--- config.mk ---
export PLATFORM = sky130hd
export DESIGN_NAME = mac_result_collector
export DESIGN_NICKNAME = d
export VERILOG_FILES = /design/src/rtl/mac_result_collector.sv
export SDC_FILE = /design/constraint.sdc
export NUM_CORES = 1
export LEC_CHECK = 0
export CORE_MARGIN = 1
export CORE_UTILIZATION = 25
export DETAILED_ROUTE_END_ITERATION = 7
export SLEW_MARGIN = 20
export SYNTH_ARGS = -nofsm -noshare
export SYNTH_HDL_FRONTEND = slang
export SYNTH_SLANG_ARGS = --single-unit
--- constraint.sdc ---
create_clock -name clk -period 8.8 [get_ports clk]
set_input_delay 0.88 -clock clk [delete_from_list [all_inputs] [get_ports clk]]
set_output_delay 0.88 -clock clk [all_outputs]
set_load 0.01 [all_outputs]
--- src/rtl/mac_result_collector.sv ---
// mac_result_collector
//
// Serialises the N-lane result vector of the parallel MAC array into a
// single-port result memory, one M_WIDTH word per cycle. Complete result
// sets are captured into a small FIFO of whole sets (DEPTH_SETS entries).
// The head entry is drained lane 0 .. lane N-1 with no gaps. The array is
// never stalled. A set that finds the FIFO full is dropped and flagged.
//
// Ports
//   clk, rst        clock, asynchronous active-high reset
//   start           one-cycle pulse that arms (or restarts) a run
//   base_addr       first write address, sampled on start
//   num_sets        result sets expected this run, sampled on start
//   C, valid        MAC array results (lane i = C[M_WIDTH*i +: M_WIDTH])
//   C_wr, C_addr,   registered result-memory write port
//   C_din
//   busy            high while the FSM is ACTIVE
//   done            one-cycle pulse after the last write of a run
//   overflow        sticky: a set was dropped because the FIFO was full
//   lane_err        sticky: valid was nonzero but not all-ones
//   C_set           (COLLECTOR_TAG_EN only) sequence index of the set
//                   being written, counting dropped sets
//
// Handshake: there is no backpressure. A set is offered by driving valid
// all-ones for one cycle. The memory side takes every cycle in which C_wr
// is high.
//
// Optional feature macro: COLLECTOR_TAG_EN (adds the C_set output).
module mac_result_collector #(
  parameter int N          = 6,
  parameter int WIDTH      = 16,
  parameter int M_WIDTH    = 2*WIDTH+N-1,
  parameter int ADDR_W     = 8,
  parameter int DEPTH_SETS = 2
) (
  input  logic                 clk,
  input  logic                 rst,
  input  logic                 start,
  input  logic [ADDR_W-1:0]    base_addr,
  input  logic [ADDR_W-1:0]    num_sets,
  input  logic [N*M_WIDTH-1:0] C,
  input  logic [N-1:0]         valid,
  output logic                 C_wr,
  output logic [ADDR_W-1:0]    C_addr,
  output logic [M_WIDTH-1:0]   C_din,
  output logic                 busy,
  output logic                 done,
  output logic                 overflow,
  output logic                 lane_err
`ifdef COLLECTOR_TAG_EN
  ,
  output logic [ADDR_W-1:0]    C_set
`endif
);

  localparam int PW = (DEPTH_SETS > 1) ? $clog2(DEPTH_SETS) : 1;
  localparam int CW = $clog2(DEPTH_SETS + 1);
  localparam int LW = (N > 1) ? $clog2(N) : 1;

  typedef enum logic {IDLE = 1'b0, ACTIVE = 1'b1} state_t;

  state_t              state_q;
  logic [ADDR_W-1:0]   base_q, num_q, sets_seen_q, written_q;
  logic [LW-1:0]       lane_q;
  logic [PW-1:0]       wr_q, rd_q;
  logic [CW-1:0]       count_q;
  logic                c_wr_q, done_q, overflow_q, lane_err_q;
  logic [ADDR_W-1:0]   c_addr_q;
  logic [M_WIDTH-1:0]  c_din_q;

  // Set storage: data only, no reset needed (occupancy lives in count_q).
  logic [N*M_WIDTH-1:0] buf_q [DEPTH_SETS];

  logic                in_capture, cap_set, bad_set, draining, pop, push;
  logic [CW-1:0]       count_d;
  logic [ADDR_W-1:0]   addr_d;
  logic [N*M_WIDTH-1:0] head;
  logic [M_WIDTH-1:0]  head_lane;

  function automatic logic [PW-1:0] next_ptr(input logic [PW-1:0] p);
    return (p == PW'(DEPTH_SETS - 1)) ? '0 : p + PW'(1);
  endfunction

  always_comb begin
    // start has priority over a same-cycle valid.
    in_capture = (state_q == ACTIVE) && !start && (sets_seen_q < num_q);
    cap_set    = in_capture && (&valid);
    bad_set    = in_capture && (|valid) && !(&valid);
    draining   = (state_q == ACTIVE) && (count_q != '0);
    // The head slot frees on the edge its last lane is written, so a
    // capture on that edge still finds room.
    pop        = draining && (lane_q == LW'(N - 1));
    push       = cap_set && ((count_q != CW'(DEPTH_SETS)) || pop);
    count_d    = count_q + CW'(push) - CW'(pop);
    addr_d     = base_q + ADDR_W'(32'(written_q) * N) + ADDR_W'(lane_q);
    head       = buf_q[rd_q];
    head_lane  = head[int'(lane_q)*M_WIDTH +: M_WIDTH];
  end

  always_ff @(posedge clk) begin
    if (push) buf_q[wr_q] <= C;
  end

`ifdef COLLECTOR_TAG_EN
  logic [ADDR_W-1:0] tag_q [DEPTH_SETS];
  logic [ADDR_W-1:0] c_set_q;

  always_ff @(posedge clk) begin
    if (push) tag_q[wr_q] <= sets_seen_q;
  end

  always_ff @(posedge clk or posedge rst) begin
    if (rst) c_set_q <= '0;
    else if (!start && draining) c_set_q <= tag_q[rd_q];
  end

  assign C_set = c_set_q;
`endif

  always_ff @(posedge clk or posedge rst) begin
    if (rst) begin
      state_q     <= IDLE;
      base_q      <= '0;
      num_q       <= '0;
      sets_seen_q <= '0;
      written_q   <= '0;
      lane_q      <= '0;
      wr_q        <= '0;
      rd_q        <= '0;
      count_q     <= '0;
      c_wr_q      <= 1'b0;
      c_addr_q    <= '0;
      c_din_q     <= '0;
      done_q      <= 1'b0;
      overflow_q  <= 1'b0;
      lane_err_q  <= 1'b0;
    end else begin
      c_wr_q <= 1'b0;
      done_q <= 1'b0;
      if (start) begin
        // Arm or restart: any drain in progress is abandoned.
        state_q     <= (num_sets == '0) ? IDLE : ACTIVE;
        done_q      <= (num_sets == '0);
        base_q      <= base_addr;
        num_q       <= num_sets;
        sets_seen_q <= '0;
        written_q   <= '0;
        lane_q      <= '0;
        wr_q        <= '0;
        rd_q        <= '0;
        count_q     <= '0;
        overflow_q  <= 1'b0;
        lane_err_q  <= 1'b0;
      end else if (state_q == ACTIVE) begin
        if (draining) begin
          c_wr_q   <= 1'b1;
          c_addr_q <= addr_d;
          c_din_q  <= head_lane;
          if (pop) begin
            lane_q    <= '0;
            rd_q      <= next_ptr(rd_q);
            written_q <= written_q + ADDR_W'(1);
          end else begin
            lane_q <= lane_q + LW'(1);
          end
        end
        if (push) wr_q <= next_ptr(wr_q);
        count_q <= count_d;
        // Dropped sets still advance the sequence count.
        if (cap_set) sets_seen_q <= sets_seen_q + ADDR_W'(1);
        if (cap_set && !push) overflow_q <= 1'b1;
        if (bad_set) lane_err_q <= 1'b1;
        // Empty FIFO here means the final write issued on the previous edge.
        if ((count_q == '0) && (sets_seen_q == num_q)) begin
          state_q <= IDLE;
          done_q  <= 1'b1;
        end
      end
    end
  end

  assign C_wr     = c_wr_q;
  assign C_addr   = c_addr_q;
  assign C_din    = c_din_q;
  assign busy     = (state_q == ACTIVE);
  assign done     = done_q;
  assign overflow = overflow_q;
  assign lane_err = lane_err_q;

endmodule

==> qor.yml <==
synth_edf_count: 444
path_class: "in2reg"
synth.avg_cell_area_um2: 17.98
cts-buffers-inserted: 60
reg2reg_slack_ps: 4950
cts.sinks: 532
cts_setup_buffers: 0
cp.required_ps: 9040
dpl.hpwl_mm: 33.64
whs_path_depth: 2
cts_tree: "done"
vias: 11440
clk_latency_ps: 640
clock-root-buffer: "clkbuf_16"
worstSetupEndpointType: "register"
grtUsageTotal_pct: 12.32
min_to: "C_din[17]$_DFFE_PP0P_"
die_h_um: 291.6
ctsHoldBuffers: 0
clk_pin_slew_ps: 60
final-max-slew-violation-count: 0
antenna_found_initial: 15
synth_top_cell_by_area: "edfxtp_1"
rsz0062_at_grt: "no"
rows: 105
synth_nets: 1446
dr.pass1.iters: 4
grt_start_max_net_pins: 121
die_w_um: 291.6
start_util_pct: 25.41
synthCells: 1166
fin_tns_setup_ps: 0
nets: 1760
viasPerCell: 4.398
drive_gt1_share_pct: 15.36
crit_path_max_fanout: 64
worst_pin_slew_ps: 982.6
synthToLayoutAreaGrowth_pct: 28.98
yosysSeqAreaShare_pct: 74.11
yosys_warnings: 0
powerDensity_nw_per_um2: 199.4
cap_viol_max_count: 0
slew_headroom_pct: 34.50
coreArea_um2: 82500
setup_viol: 0
drt_wl_total_mm: 52.54
leakage_nw: 9.025
reg2reg_from: "sets_seen_q[1]$_DFFE_PP0P_"
ys_ff_latch: 532
status: "finished clean"
syn_area_um2: 20960
timing.final.crit_period_ps: 3968
postRouteAntennaNets: 0
finClkSkew_ps: 59.77
cts_resized: 0
grt_pass1_wl_mm: 78.57
final_common_cell: "edfxtp_1"
async_flop_share_pct: 16.54
place.gp.congestion: 0.7820
r2r_cells: 8
ys_top_cells_by_area: "edfxtp_1 (64%), mux4_2 (12%), dfrtp_1 (11%), nand2_1 (2.5%), a21oi_1 (2.1%)"
grt_overflow_total: 0
dr.first_iter.drc_count: 702
max-clock-path-buffers: 3
cp_data_arrival_time_ps: 4210
critPathLaunchType: "input port"
grt_pass1_vias: 12440
post-route-util_pct: 32.77
hold_path.class: "reg2reg"
peakVddDrop_uv: 129.0
synth_flop_cell: "edfxtp_1"
io_pins: 297
finalHoldViolations: 0
synth_top_area_share_pct: 63.60
period_share_pct: 45.10
ys_types: 42
timing.rr.end: "buf_q[1][144]$_DFFE_PP_"
drc: 0
layout_common_cells: "edfxtp_1 (444), clkdlybuf4s50_1 (296), nand2_1 (142), mux4_2 (111), a21oi_1 (90)"
htree_levels: 2
dieArea_um2: 85010
io_buffers: 296
hp-start: "C_din[17]$_DFFE_PP0P_"
wl_per_cell_um: 20.20
fmax_mhz: 252.0
[metrics by stage]
step                std cells  hold WS, ps  cell area, µm²  worst slack [ps]  total power (W)
global placement         2488        462.4           25170              4250         0.003086
global route             2600        509.2           27030              4601         0.005578
detailed placement       2488        471.9           25170              4186         0.003093
finish                   2601        478.3           27040              4832         0.005392
floorplan                1166        467.0           20960              1237         0.002895
CTS                      2600        485.9           27030              4819         0.005465
[logic make-up after synthesis]
family	Yosys count	share of synthesized area [%]
DFF	532	74.11
and+or+nand+nor	205	4.220
adders and majority gates	33	2.113
muxes	125	12.65
xor gates and xnor gates	20	0.8356
buffers and inverters	85	1.791
AOI/OAI and AO/OA	166	4.280
[worst max-delay path by stage]
stage                                   end             startpoint  slack [ps]  depth (start not counted)
detailed placement  buf_q[1][205]$_DFFE_PP_                  start        4190                          9
finish              buf_q[1][144]$_DFFE_PP_                  start        4830                          9
floorplan             buf_q[1][0]$_DFFE_PP_                  start        1240                          7
global route         buf_q[1][60]$_DFFE_PP_                  start        4600                          9
CTS                  buf_q[0][11]$_DFFE_PP_  lane_q[0]$_DFFE_PP0P_        4820                          8
global placement    buf_q[1][168]$_DFFE_PP_                  start        4250                          9
[report_power, final]
part	switching [W]	internal [W]	leakage, nW	total, W
registers	0.0000199	0.00276	5.16	0.00278
clock network	0.00101	0.00134	0.902	0.00236
logic	0.0000987	0.000156	2.96	0.000255
total	0.00113	0.00426	9.02	0.00539
[final cells by class]
class / instances / area [µm²]
Antenna cell: 1 / 2.502
Clock buffer: 87 / 1663
Clock inverter: 25 / 202.7
Fill cell: 7935 / 55470
Inverter: 26 / 107.6
Multi-Input combinational cell: 549 / 5077
Sequential cell: 532 / 15540
Tap cell: 1070 / 1339
Timing Repair Buffer: 311 / 3100
[flip-flops by register name, indices dropped and copies added, names as in the netlist]
register     cells
count_q          2
wr_q             1
C_addr           8
done             1
written_q        7
num_q            8
buf_q          444
lane_q           3
base_q           8
sets_seen_q      8
rd_q             1
overflow         1
C_wr             1
lane_err         1
busy             1
C_din           37
[synth_stat cells, types with 3 or more instances]
master / instances
buf_4: 7
nand4_1: 6
edfxtp_1: 444
inv_1: 25
or4_1: 5
dfrtp_1: 88
fa_1: 4
ha_1: 29
nor2b_1: 4
o31ai_1: 6
mux4_2: 111
nor2_1: 18
clkbuf_1: 32
mux2i_1: 4
o21ai_0: 56
xnor2_1: 12
buf_1: 6
a21oi_1: 90
buf_2: 12
a21o_1: 5
xor2_1: 8
nand2_1: 142
and3_1: 3
nand3_1: 11
mux2_2: 10
nor3_1: 4
[worst max-delay path, cell delays in order]
cell             delay (ps)
clkdlybuf4s50_1         400
buf_4                   280
inv_2                   220
nand2_4                  80
a211oi_4                320
nand2_4                 130
nor2_1                  320
and3_4                  650
buf_4                   780
[layer usage]
metal  wire (µm)  vias to the layer above  track usage [%]
li1            -                     5185                -
met1       22480                     5819            15.90
met2       25440                      315            20.38
met3        3378                       96            3.326
met4        1068                       24            3.235
met5         172                        -                0
No activity file was read; power rests on OpenSTA's default activity.
